<file path="config.mk">
export PLATFORM = sky130hd
export DESIGN_NAME = drop_column_flat
export DESIGN_NICKNAME = d
export VERILOG_FILES = /design/src/rtl/drop_column_if.sv /design/src/rtl/drop_column.sv /design/src/flat_wrapper.sv
export SDC_FILE = /design/constraint.sdc
export NUM_CORES = 1
export LEC_CHECK = 0
export BUFFER_PORTS_ARGS = -buffer_cell sky130_fd_sc_hd__buf_4
export CAP_MARGIN = 20
export CORE_MARGIN = 8
export CORE_UTILIZATION = 40
export DETAILED_ROUTE_END_ITERATION = 6
export SETUP_SLACK_MARGIN = 0.02
export SYNTH_ARGS = -nofsm -noshare
export SYNTH_HDL_FRONTEND = slang
export SYNTH_SLANG_ARGS = --single-unit
</file>
<file path="constraint.sdc">
create_clock -name clock -period 2.13 [get_ports clock]
set_input_delay 0.213 -clock clock [delete_from_list [all_inputs] [get_ports clock]]
set_output_delay 0.213 -clock clock [all_outputs]
set_load 0.1 [all_outputs]
</file>
<file path="src/rtl/drop_column_if.sv">
// Bundles the move-input and display-side signals of one board column.
// The master modport drives moves and clears; the slave side is the column controller.
interface drop_column_if #(
  parameter int ROWS = 6
) ();
  localparam int RW = $clog2(ROWS);

  logic              clear;
  logic              drop;
  logic [1:0]        player;
  logic              step;
  logic [2*ROWS-1:0] cells;
  logic              busy;
  logic              full;
  logic              placed;
  logic [RW-1:0]     placed_row;
  logic              reject;

  modport master (
    output clear, drop, player, step,
    input  cells, busy, full, placed, placed_row, reject
  );

  modport slave (
    input  clear, drop, player, step,
    output cells, busy, full, placed, placed_row, reject
  );
endinterface

</file>
<file path="src/rtl/drop_column.sv">
// One Connect-Four column: stores landed tokens and animates a dropped token
// falling one row per step tick until it reaches the bottom or another token.
module drop_column #(
  parameter int ROWS = 6
) (
  input  logic          clock,
  input  logic          reset,
  drop_column_if.slave  bus
);
  localparam int RW = $clog2(ROWS);

  typedef enum logic {IDLE, FALLING} state_t;

  state_t            state_q, state_d;
  logic [2*ROWS-1:0] stored_q, stored_d;
  logic [RW-1:0]     pos_q, pos_d;
  logic [1:0]        colour_q, colour_d;
  logic              placed_q, placed_d;
  logic [RW-1:0]     placed_row_q, placed_row_d;
  logic              reject_q, reject_d;

  // occ_ext[ROWS] is a virtual floor so the bottom row lands like any other.
  logic [ROWS:0]     occ_ext;
  logic [2*ROWS-1:0] overlay;
  logic [RW:0]       below_idx;
  logic              blocked;
  logic              player_ok;

  assign occ_ext[ROWS] = 1'b1;

  for (genvar gi = 0; gi < ROWS; gi++) begin : g_row
    assign occ_ext[gi] = |stored_q[2*gi +: 2];
    assign overlay[2*gi +: 2] =
      (state_q == FALLING && pos_q == RW'(gi)) ? colour_q : 2'b00;
  end

  assign below_idx = {1'b0, pos_q} + (RW+1)'(1);
  assign blocked   = occ_ext[below_idx];
  assign player_ok = (bus.player == 2'b10) || (bus.player == 2'b01);

  always_comb begin
    state_d      = state_q;
    stored_d     = stored_q;
    pos_d        = pos_q;
    colour_d     = colour_q;
    placed_d     = 1'b0;
    placed_row_d = placed_row_q;
    reject_d     = 1'b0;

    case (state_q)
      IDLE: begin
        if (bus.drop) begin
          if (player_ok && !occ_ext[0]) begin
            state_d  = FALLING;
            pos_d    = '0;
            colour_d = bus.player;
          end else begin
            reject_d = 1'b1;
          end
        end
      end
      FALLING: begin
        // No queuing: any drop while a token is in flight is refused.
        reject_d = bus.drop;
        if (bus.step) begin
          if (blocked) begin
            stored_d[2*pos_q +: 2] = colour_q;
            placed_d               = 1'b1;
            placed_row_d           = pos_q;
            state_d                = IDLE;
          end else begin
            pos_d = pos_q + RW'(1);
          end
        end
      end
      default: state_d = IDLE;
    endcase
  end

  always_ff @(posedge clock) begin
    if (reset || bus.clear) begin
      state_q      <= IDLE;
      stored_q     <= '0;
      pos_q        <= '0;
      colour_q     <= 2'b00;
      placed_q     <= 1'b0;
      placed_row_q <= '0;
      reject_q     <= 1'b0;
    end else begin
      state_q      <= state_d;
      stored_q     <= stored_d;
      pos_q        <= pos_d;
      colour_q     <= colour_d;
      placed_q     <= placed_d;
      placed_row_q <= placed_row_d;
      reject_q     <= reject_d;
    end
  end

  assign bus.cells      = stored_q | overlay;
  assign bus.busy       = (state_q == FALLING);
  assign bus.full       = occ_ext[0];
  assign bus.placed     = placed_q;
  assign bus.placed_row = placed_row_q;
  assign bus.reject     = reject_q;
endmodule

</file>
<file path="src/flat_wrapper.sv">
// flat-port wrapper written by rule: the top's interface ports become plain ports
module drop_column_flat 
#(
  parameter int ROWS = 6
)
  (clock, reset, bus_clear, bus_drop, bus_player, bus_step, bus_cells, bus_busy, bus_full, bus_placed, bus_placed_row, bus_reject);
  drop_column_if #(.ROWS(ROWS)) bus_i ();
  input  logic clock;
  input  logic reset;
  input wire logic [$bits(bus_i.clear)-1:0] bus_clear;
  input wire logic [$bits(bus_i.drop)-1:0] bus_drop;
  input wire logic [$bits(bus_i.player)-1:0] bus_player;
  input wire logic [$bits(bus_i.step)-1:0] bus_step;
  output wire logic [$bits(bus_i.cells)-1:0] bus_cells;
  output wire logic [$bits(bus_i.busy)-1:0] bus_busy;
  output wire logic [$bits(bus_i.full)-1:0] bus_full;
  output wire logic [$bits(bus_i.placed)-1:0] bus_placed;
  output wire logic [$bits(bus_i.placed_row)-1:0] bus_placed_row;
  output wire logic [$bits(bus_i.reject)-1:0] bus_reject;
  assign bus_i.clear = bus_clear;
  assign bus_i.drop = bus_drop;
  assign bus_i.player = bus_player;
  assign bus_i.step = bus_step;
  assign bus_cells = bus_i.cells;
  assign bus_busy = bus_i.busy;
  assign bus_full = bus_i.full;
  assign bus_placed = bus_i.placed;
  assign bus_placed_row = bus_i.placed_row;
  assign bus_reject = bus_i.reject;
  drop_column #(.ROWS(ROWS)) u_core (.clock(clock), .reset(reset), .bus(bus_i));
endmodule
</file>
==> results.yml <==
synth:
  synth_simple_gate_area_share_pct: 17.27
  ys_warn_count: 0
  syn_area_mm2: 0.001391
  synth_edf_count: 0
  synthXorXnorAreaFrac_pct: 0.6295
  yosysMostFrequentCell: "dfxtp_1"
  yosysSeqAreaShare_pct: 33.09
  muxShareOfSynthArea_pct: 10.07
  syn-num-nets: 174
  synth.avg_cell_area_um2: 8.751
  netlist_instances: 159
  synthAdderAreaFrac_pct: 7.194
  synth_compound_area_share_pct: 26.80
  synthArstFlopShare_pct: 0
  synthTopCellsByArea: "dfxtp_1 33%, mux2i_1 10%, ha_1 7.2%"
  ys_seq_elements: 23
  synthDistinctLibCells: 44
  synthFlopType: "dfxtp_1"
  netlist_top_cells_count: "23 x dfxtp_1, 19 x nand2_1, 14 x mux2i_1"
  synth_largest_area_cell: "dfxtp_1"
  synth_top_area_share_pct: 33.09
  synth_top_family_by_area: "compound AO/OA/AOI/OAI gates"
sta:
  finalSetupViolations: 0
  fin_crit_ps: 2102
  hold_viol: 0
  timing.final.ws_setup_ps: 28.26
  relSlewSlack_pct: 49.59
  hold_ws_ps: 63.54
  slew_viol_final: 0
  period_share_pct: 98.67
  timing.fmax_mhz: 475.8
  tightestPinTransition_ps: 755.0
  skew_ps: 5.791
  rsz0062_at_grt: "yes"
worst_setup_path:
  cp.arrival_ps: 2320
  cp_cell_sequence: "buf_4, buf_4, o311ai_2, a21oi_1, o311ai_1"
  crit_slowest_cell: "o311ai_2"
  worstPathRequired_ps: 2350
  cp-end-kind: "register"
  critical_path.max_stage_delay_ps: 690
  start_kind: "register"
  cpMostUsedCell: "buf_4"
  path_class: "register to register"
  worst-path-max-fanout: 5
finish:
  n_antenna_cell: 0
  layout-drive-gt1-share_pct: 37.44
  syn2layout_area_growth_pct: 29.68
  final_cells: 241
  final_nets: 211
global_route:
  global_route.usage.total_pct: 15.53
  grt_pass1_wl_um: 6679
  grt_max_degree: 21
  first_global_vias: 1401
  antenna_found_initial: 0
  grt-ovfl-total: 0
floorplan:
  core_mm2: 0.003337
  fp.dieH_um: 74.98
  dieWidth_um: 74.98
  io_pins: 26
  die_area_mm2: 0.005621
  initial_core_util_pct: 41.69
  rows: 21
power_and_ir_drop:
  p_leak_uw: 0.0007471
  peakVddDrop_v: 0.0002350
  cellPowerDensity_mw_per_mm2: 400.8
drt:
  firstDrtPassIters: 4
  ant_nets: 0
  viasPerCell: 5.755
  wl_per_cell_um: 17.44
  drt_iter0_markers: 79
  routed-via-count: 1387
  remaining_drc_errors: 0
  wl_um: 4203
cts:
  cts_tree: "built"
  clockBufferDepth: 2
  cts_buffers: 3
  clkTransAtPathRegs_ps: 130
  htree_levels: 1
  cts.sinks: 23
  clock_latency_ps: 330
  cts_root_buf: "clkbuf_4"
  ctsHoldBuffers: 0
placement:
  dp_cells: 232
  pre_cts_ws_ps: 29.89
  dp_hpwl_um: 3251
  port_buffers: 25
  globalplace.congestion: 0.8578
status:
  status: "completed"
run:
  max-cap-violations: 0
hold_path:
  holdCritPathClass: "input pin to register"
final cells by class:
type                       count  area [um2]
fill                         340        1533
multi-input combinational    119       908.4
sequential                    23       466.7
timing repair buffer          42       315.3
tap                           46       57.56
inverter                       7       28.78
clock buffer                   3       22.52
clock inverter                 1       5.005
critical path: cells and delay by family, from the launching register on:
family	cells	cell delay (ps)
AOI/OAI and AO/OA	3	1330
DFF	1	380
buffers and inverters	2	280
report_power, final:
group	internal (uW)	switching, uW
registers	432	5.91
clock network	70.6	144
logic	24.9	45.5
final timing paths:
path                            start  slack (ps)  depth (start not counted)                        to
min                     bus_player[1]          60                          2        u_core.colour_q[0]
max reg2reg           u_core.pos_q[0]          30                          5           u_core.pos_q[0]
min reg2reg  u_core.bus.placed_row[1]         470                          2  u_core.bus.placed_row[1]
max                   u_core.pos_q[0]          30                          5           u_core.pos_q[0]
registers in the layout, summed over array words and instances (netlist names):
register	count
u_core.stored_q	12
u_core.colour_q	2
u_core.bus.placed	1
u_core.bus.busy	1
u_core.bus.reject	1
u_core.pos_q	3
u_core.bus.placed_row	3
per-stage QoR:
stage	util, %	instance area [um2]	TNS, ps	power (uW)
global route	54.07	1804	-48.16	748.4
CTS	52.53	1753	0	726.2
global placement	51.41	1715	0	516.7
detailed placement	51.41	1715	0	518.1
finish	54.07	1804	0	723.1
floorplan	-	1428	0	489.9
metal layers:
metal | track usage [%] | up-vias | wire (um)
li1 | - | 665 | -
met1 | 19.57 | 661 | 1862
met3 | 2.264 | 11 | 196
met5 | 0 | - | 0
met4 | 6.087 | 0 | 82
met2 | 25.72 | 50 | 2062
cell usage in the layout, fill, tap and decap left out, types with 4 or more instances in the layout:
cell      n
buf_4    42
dfxtp_1  20
nand2_1  19
mux2i_1  14
nor2_1   11
a31o_2   11
inv_1     5
nand3_1   5
a21oi_1   5
ha_1      5
o21ai_0   4
cells by family (layout without fill, tap and decap cells):
family	Yosys count	after routing
AO/OA/AOI/OAI	46	46
XOR/XNOR	1	1
adder cells (fa/ha/maj)	8	8
buffers and inverters	17	53
flip-flops	23	23
multiplexers	14	14
AND/OR/NAND/NOR	50	50
repair_timing:
item                                    in CTS  in global routing
pin swaps                                    0                  2
endpoints found under the setup margin       3                 12
buffers inserted                             1                  4
gates resized for setup                      2                  7
Power figures use the tool's default switching activity.
